$ cat src/rtl/adder_share_ctrl.sv
// adder_share_ctrl: lets two requesters share one external pipelined adder.
// Grants are combinational round-robin. Results return LAT+1 edges after acceptance, in acceptance order.
// A requester is held off only by arbitration loss, pause or reset. The response path takes no backpressure.
//
// Ports:
//   clk, reset            single clock, synchronous active-high reset
//   pause                 blocks new grants; accepted ops still drain
//   req_valid/req_ready   per-requester request / one-hot grant (combinational)
//   a0,b0,cin0 / a1,b1,cin1  requester operands
//   add_a,add_b,add_cin   operands driven to the shared adder (zero when idle)
//   add_sum,add_cout      adder result, valid LAT edges after operand sample
//   rsp_valid,rsp_id,rsp_sum,rsp_cout  returned result, one strobe per op
//   in_flight             ops accepted but not yet returned
//   idle                  nothing in flight and nobody requesting
module adder_share_ctrl #(
  parameter int N   = 8,
  parameter int LAT = 2,
  localparam int IW = $clog2(LAT + 2)
) (
  input  logic          clk,
  input  logic          reset,
  input  logic          pause,
  input  logic [1:0]    req_valid,
  output logic [1:0]    req_ready,
  input  logic [N-1:0]  a0,
  input  logic [N-1:0]  b0,
  input  logic          cin0,
  input  logic [N-1:0]  a1,
  input  logic [N-1:0]  b1,
  input  logic          cin1,
  output logic [N-1:0]  add_a,
  output logic [N-1:0]  add_b,
  output logic          add_cin,
  input  logic [N-1:0]  add_sum,
  input  logic          add_cout,
  output logic          rsp_valid,
  output logic          rsp_id,
  output logic [N-1:0]  rsp_sum,
  output logic          rsp_cout,
  output logic [IW-1:0] in_flight,
  output logic          idle
);

  logic           last_grant;
  logic           accept;
  logic           grant_id;
  // Tag stages track the adder's internal pipeline; rsp_* is the final stage.
  logic [LAT-1:0] tag_vld;
  logic [LAT-1:0] tag_id;

  always_comb begin
    req_ready = 2'b00;
    if (!reset && !pause) begin
      case (req_valid)
        2'b01:   req_ready = 2'b01;
        2'b10:   req_ready = 2'b10;
        // On a tie, the requester that did not win last time gets the grant.
        2'b11:   req_ready = last_grant ? 2'b01 : 2'b10;
        default: req_ready = 2'b00;
      endcase
    end
  end

  assign accept   = |req_ready;
  assign grant_id = req_ready[1];

  always_comb begin
    add_a   = '0;
    add_b   = '0;
    add_cin = 1'b0;
    if (req_ready[1]) begin
      add_a   = a1;
      add_b   = b1;
      add_cin = cin1;
    end else if (req_ready[0]) begin
      add_a   = a0;
      add_b   = b0;
      add_cin = cin0;
    end
  end

  always_ff @(posedge clk) begin
    if (reset) begin
      tag_vld    <= '0;
      tag_id     <= '0;
      rsp_valid  <= 1'b0;
      rsp_id     <= 1'b0;
      rsp_sum    <= '0;
      rsp_cout   <= 1'b0;
      last_grant <= 1'b1;
      in_flight  <= '0;
    end else begin
      tag_vld[0] <= accept;
      tag_id[0]  <= grant_id;
      for (int i = 1; i < LAT; i++) begin
        tag_vld[i] <= tag_vld[i-1];
        tag_id[i]  <= tag_id[i-1];
      end

      // The adder result is only captured for real ops, so rsp_* holds otherwise.
      rsp_valid <= tag_vld[LAT-1];
      if (tag_vld[LAT-1]) begin
        rsp_id   <= tag_id[LAT-1];
        rsp_sum  <= add_sum;
        rsp_cout <= add_cout;
      end

      if (accept) last_grant <= grant_id;

      // The count drops on the edge where rsp_valid rises.
      case ({accept, tag_vld[LAT-1]})
        2'b10:   in_flight <= in_flight + IW'(1);
        2'b01:   in_flight <= in_flight - IW'(1);
        default: in_flight <= in_flight;
      endcase
    end
  end

  assign idle = (in_flight == '0) && (req_valid == 2'b00);

endmodule

$ cat config.mk
export PLATFORM = sky130hd
export DESIGN_NAME = adder_share_ctrl
export DESIGN_NICKNAME = d
export VERILOG_FILES = /design/src/rtl/adder_share_ctrl.sv
export SDC_FILE = /design/constraint.sdc
export NUM_CORES = 1
export LEC_CHECK = 0
export ABC_CLOCK_PERIOD_IN_PS = 5230
export CORE_MARGIN = 1
export CORE_UTILIZATION = 32
export DETAILED_ROUTE_END_ITERATION = 6
export GPL_TIMING_DRIVEN = 1
export PLACE_DENSITY = 0.87
export SKIP_LAST_GASP = 1
export SLEW_MARGIN = 20
export SYNTH_ARGS = -nofsm -noshare
export SYNTH_HDL_FRONTEND = slang
export SYNTH_SLANG_ARGS = --single-unit
$ cat constraint.sdc
create_clock -name clk -period 5.23 [get_ports clk]
set_clock_uncertainty 0.2 [all_clocks]
set_input_delay 1.046 -clock clk [delete_from_list [all_inputs] [get_ports clk]]
set_output_delay 1.046 -clock clk [all_outputs]
set_load 0.02 [all_outputs]
* Yosys cells after proc, flatten, opt, wreduce, memory -nomap -nowiden
Cells that the tools add are included.
Word-level totals: register bits after elaboration 18, bits of input ports 48, output and inout bits 33, word-level logic and storage cells 33
Cells by class: add/sub/neg operators 2, equality and inequality tests 5, muxes and demuxes 10, reduce and logical (&&, ||, !) cells 8
Operators by type and width (count):
- 2-to-1 mux 8 bit | 4
- equality test 2 bit (second input constant) | 3
- one-hot mux 2 bit (3 select lines) | 1
- equality test 2 x 1 -> 1 bit (second input constant) | 2
- logical NOT 2 bit | 2
- 2-to-1 mux 2 bit | 2
- one-hot mux 2 bit (2 select lines) | 1
- adder 2 x 1 -> 2 bit (second input constant) | 1
- logical AND 1 bit | 2
- logical NOT 1 bit | 2
- 2-to-1 mux 1 bit | 2
- nonzero test 2 bit | 1
- OR reduction 2 bit | 1
- subtractor 2 x 1 -> 2 bit (second input constant) | 1

* Depth between registers and ports, before layout
word-level depth 6, depth in mapped cells 8

* Worst setup path after synthesis
Ideal clock, no wire load.
path type in2out, start input reset, end output add_a[0], arrival time 1947 ps, setup slack 2037 ps, cell stages on the path 6, path buffers 3, cell sequence buf_6 nor2_4 and3_4 buf_6 buf_8 a22o_1
On the way: elaborated cells on any way between the ends 5, classes of those cells mux: 3; reduce/logical: 2
RTL lines:
- from (decl) | line 21 | input logic reset,
- logical NOT 1 bit | line 53 | if (!reset && !pause) begin
- logical AND 1 bit | line 53
- 2-to-1 mux 2 bit | line 53
- net req_ready[1] | line 24 | output logic [1:0] req_ready,
- 2-to-1 mux 8 bit | line 71 | if (req_ready[1]) begin
- to (decl) | line 31 | output logic [N-1:0] add_a,
The timed path passes the listed nets, and every way through them passes these cells.

* Final worst setup path
start input req_valid[1], end output add_a[2]
On the way: word-level cells in the longest chain between the ends 5, elaborated cells on any way between the ends 7, classes of those cells eq/ne: 3; mux: 4
RTL lines:
- from (decl) | line 23 | input logic [1:0] req_valid,
- equality test 2 bit / equality test 2 x 1 -> 1 bit (equally long branches) | line 54 | case (req_valid)
- one-hot mux 2 bit (3 select lines) * | line 54
- 2-to-1 mux 2 bit * | line 53
- 2-to-1 mux 8 bit | line 75 | end else if (req_ready[0]) begin
- 2-to-1 mux 8 bit * | line 71
Mark *: on every way between the ends. The rest lies on a longest branch, timed or not.

==> impl_metrics.toml <==
[outcome]
status = "finished clean"

[finish]
syn_to_final_growth_pct = 92.90
mostFrequentLayoutCell = "clkdlybuf4s50_1"
nNetsFinal = 212
diodes = 0
most-common-layout-cells = "80 x clkdlybuf4s50_1, 18 x dfxtp_1, 17 x a22o_1"
drive_gt1_frac = 0.03727
num-fill-cells = 202

[power_and_ir_drop]
p_leak_nw = 0.6212
power.switching_mw = 0.08008
seqPwrFrac = 0.476
intPower_mw = 0.2294
max-vdd-ir-drop_mv = 0.1584
clockPowerShare = 0.215
switching_share = 0.2588
p_comb_frac = 0.309
p_per_area_nw_per_um2 = 185.8

[sta]
setup_viol = 0
setup_tns_ns = 0
fmax_mhz = 230.9
hold_viol = 0
slew_violations = 0
hold_ws_ns = 0.2613
worstMarginPinSlew_ns = 0.6537
slew_headroom = 0.5636
rsz0062_at_grt = "no"
setup_slack_ns = 0.8986
fin_crit_ns = 4.331
finalCritPeriodShare = 0.8282

[cts]
clk_pin_slew_worst_paths_ns = 0.09
ctsResizeCount = 0
post-cts-setup-buffers = 0
cts_inserted_buffers = 3
cts_tree = "built"
clkLatencyLatePin_ns = 0.29
cts_sinks = 18
cts-root-buf = "clkbuf_4"
htreeDepth = 1
cts_hold_buf = 0
cts_buffer_depth = 2

[critical_path]
critPathKind = "input pin to output pin"
arrival_ns = 3.09
endpoint_kind = "output pin"
cp_max_fo = 18
worstPathRequired_ns = 3.98
start_kind = "input pin"

[yosys]
yosys_warnings = 0
syn_nets = 133
syn_area_um2 = 863.3
synth_cell_types = 24
synth-seq-area-share = 0.4174
syn_inst = 84
ys_ff_latch = 18
syn_avg_cell_area_um2 = 10.28

[worst_hold_path]
hold_path_class = "flip-flop to flip-flop"

[global_routing]
grt_max_degree = 19
grt.total_usage = 0.1940
grt_pass1_vias = 899
grt_pass1_wl_um = 3926
antenna_found_initial = 0
grt_overflow = 0

[route]
wl_met3_um = 328
wirelength_um = 2744
drt_iter0_markers = 5
wl_met2_um = 1417
drc = 0
num_vias = 935
viasPerCell = 4.895
drt_pass1_iterations = 4
routedWlPerCell_um = 14.37
postRouteAntennaNets = 0
dr.max_layer_used = "met4"
routedLengthMet1_um = 979

[floorplan]
start_util = 0.3423
num_rows = 18
die_h_um = 53.94
die_area_um2 = 2910
die_x_um = 53.94
io_pins = 81
coreArea_um2 = 2522

[placed_design]
place.detailed.hpwl_um = 2240
finalWeightedCongestion = 0.7183
portBuffers = 80
dpl_worst_slack_ns = 0.9210

[run]
cap_violations = 0
## cell usage after synthesis
cell type  count  area share
a211o_1        1       0.010
a21oi_1        1      0.0058
a22o_1        17        0.17
and3_1         2       0.014
and3_4         1       0.013
buf_2          2       0.012
buf_4          1      0.0087
buf_6          3       0.039
buf_8          1       0.017
dfxtp_1       18        0.42
ha_1           1       0.014
inv_1          1      0.0043
mux2i_1       10        0.12
nand2_1        1      0.0043
nand2b_1       2       0.014
nor2_1        12       0.052
nor2_4         1       0.013
nor2b_1        3       0.022
nor4_1         1      0.0073
o21a_1         1      0.0087
o21ai_0        1      0.0058
or3_1          1      0.0073
xnor2_1        1       0.010
xor2_1         1       0.010
## layer usage
layer | GRT usage | vias to the layer above
met5 | 0 | -
li1 | - | 458
met1 | 0.1881 | 413
met2 | 0.3909 | 60
met4 | 0.06579 | 0
met3 | 0.04237 | 4
## state kept, by name, indices dropped and copies added, names as in the netlist
signal,cells
in_flight,2
rsp_id,1
last_grant,1
rsp_cout,1
tag_vld,2
tag_id,2
rsp_valid,1
rsp_sum,8
## per-stage QoR
step	util	std cells	power [mW]	cell area, um^2
after global placement	0.6513	188	0.2439	1643
final	0.6602	191	0.3094	1665
after floorplan	-	84	0.1879	863.3
after detailed placement	0.6513	188	0.2463	1643
after CTS	0.6602	191	0.3117	1665
after global routing	0.6602	191	0.3238	1665
## critical path: stages
cell             delay, ns
clkdlybuf4s50_1       0.49
nand2b_1              0.13
and3_1                0.57
a22o_1                0.23
clkdlybuf4s50_1       0.60
## cells by family (layout without fill, tap and decap cells)
| logic type | Yosys count | after routing | synth area share |
|---|---|---|---|
| and+or+nand+nor | 24 | 24 | 0.1478 |
| AOI/OAI and AO/OA | 21 | 21 | 0.2029 |
| muxes | 10 | 10 | 0.1159 |
| xor gates and xnor gates | 2 | 2 | 0.02029 |
| buffers and inverters | 8 | 85 | 0.08115 |
| DFF | 18 | 18 | 0.4174 |
| adders and majority gates | 1 | 1 | 0.01449 |
## power groups by stage
stage	Combinational [mW]	Sequential (mW)	Clock, mW
after floorplan	0.0348	0.153	0
after global placement	0.0940	0.150	0
after detailed placement	0.0959	0.150	0
after CTS	0.0961	0.147	0.0682
after global routing	0.102	0.148	0.0733
final	0.0956	0.147	0.0665
## path summary, 6_finish.rpt
check / slack [ns] / depth (start not counted) / from / to
worst min register to register: 0.26 / 1 / tag_vld[0]$_SDFF_PP0_ / tag_vld[1]$_SDFF_PP0_
worst min-delay path: 0.26 / 1 / tag_vld[0]$_SDFF_PP0_ / tag_vld[1]$_SDFF_PP0_
worst max-delay path: 0.90 / 5 / req_valid[1] / add_a[2]
worst max register to register: 3.34 / 3 / tag_vld[1]$_SDFF_PP0_ / in_flight[1]$_SDFFE_PP0P_
## cell type report
cell class | count | area (um^2) | share of cell area
multi-input cells | 58 | 432.9 | 0.2600
flip-flops and latches | 18 | 360.3 | 0.2164
repair buffers | 81 | 808.3 | 0.4853
well taps | 30 | 37.54 | 0.02254
clock buffers | 3 | 22.52 | 0.01352
inverters | 1 | 3.754 | 0.002254
Note: power is estimated with default switching activity, not from simulation.
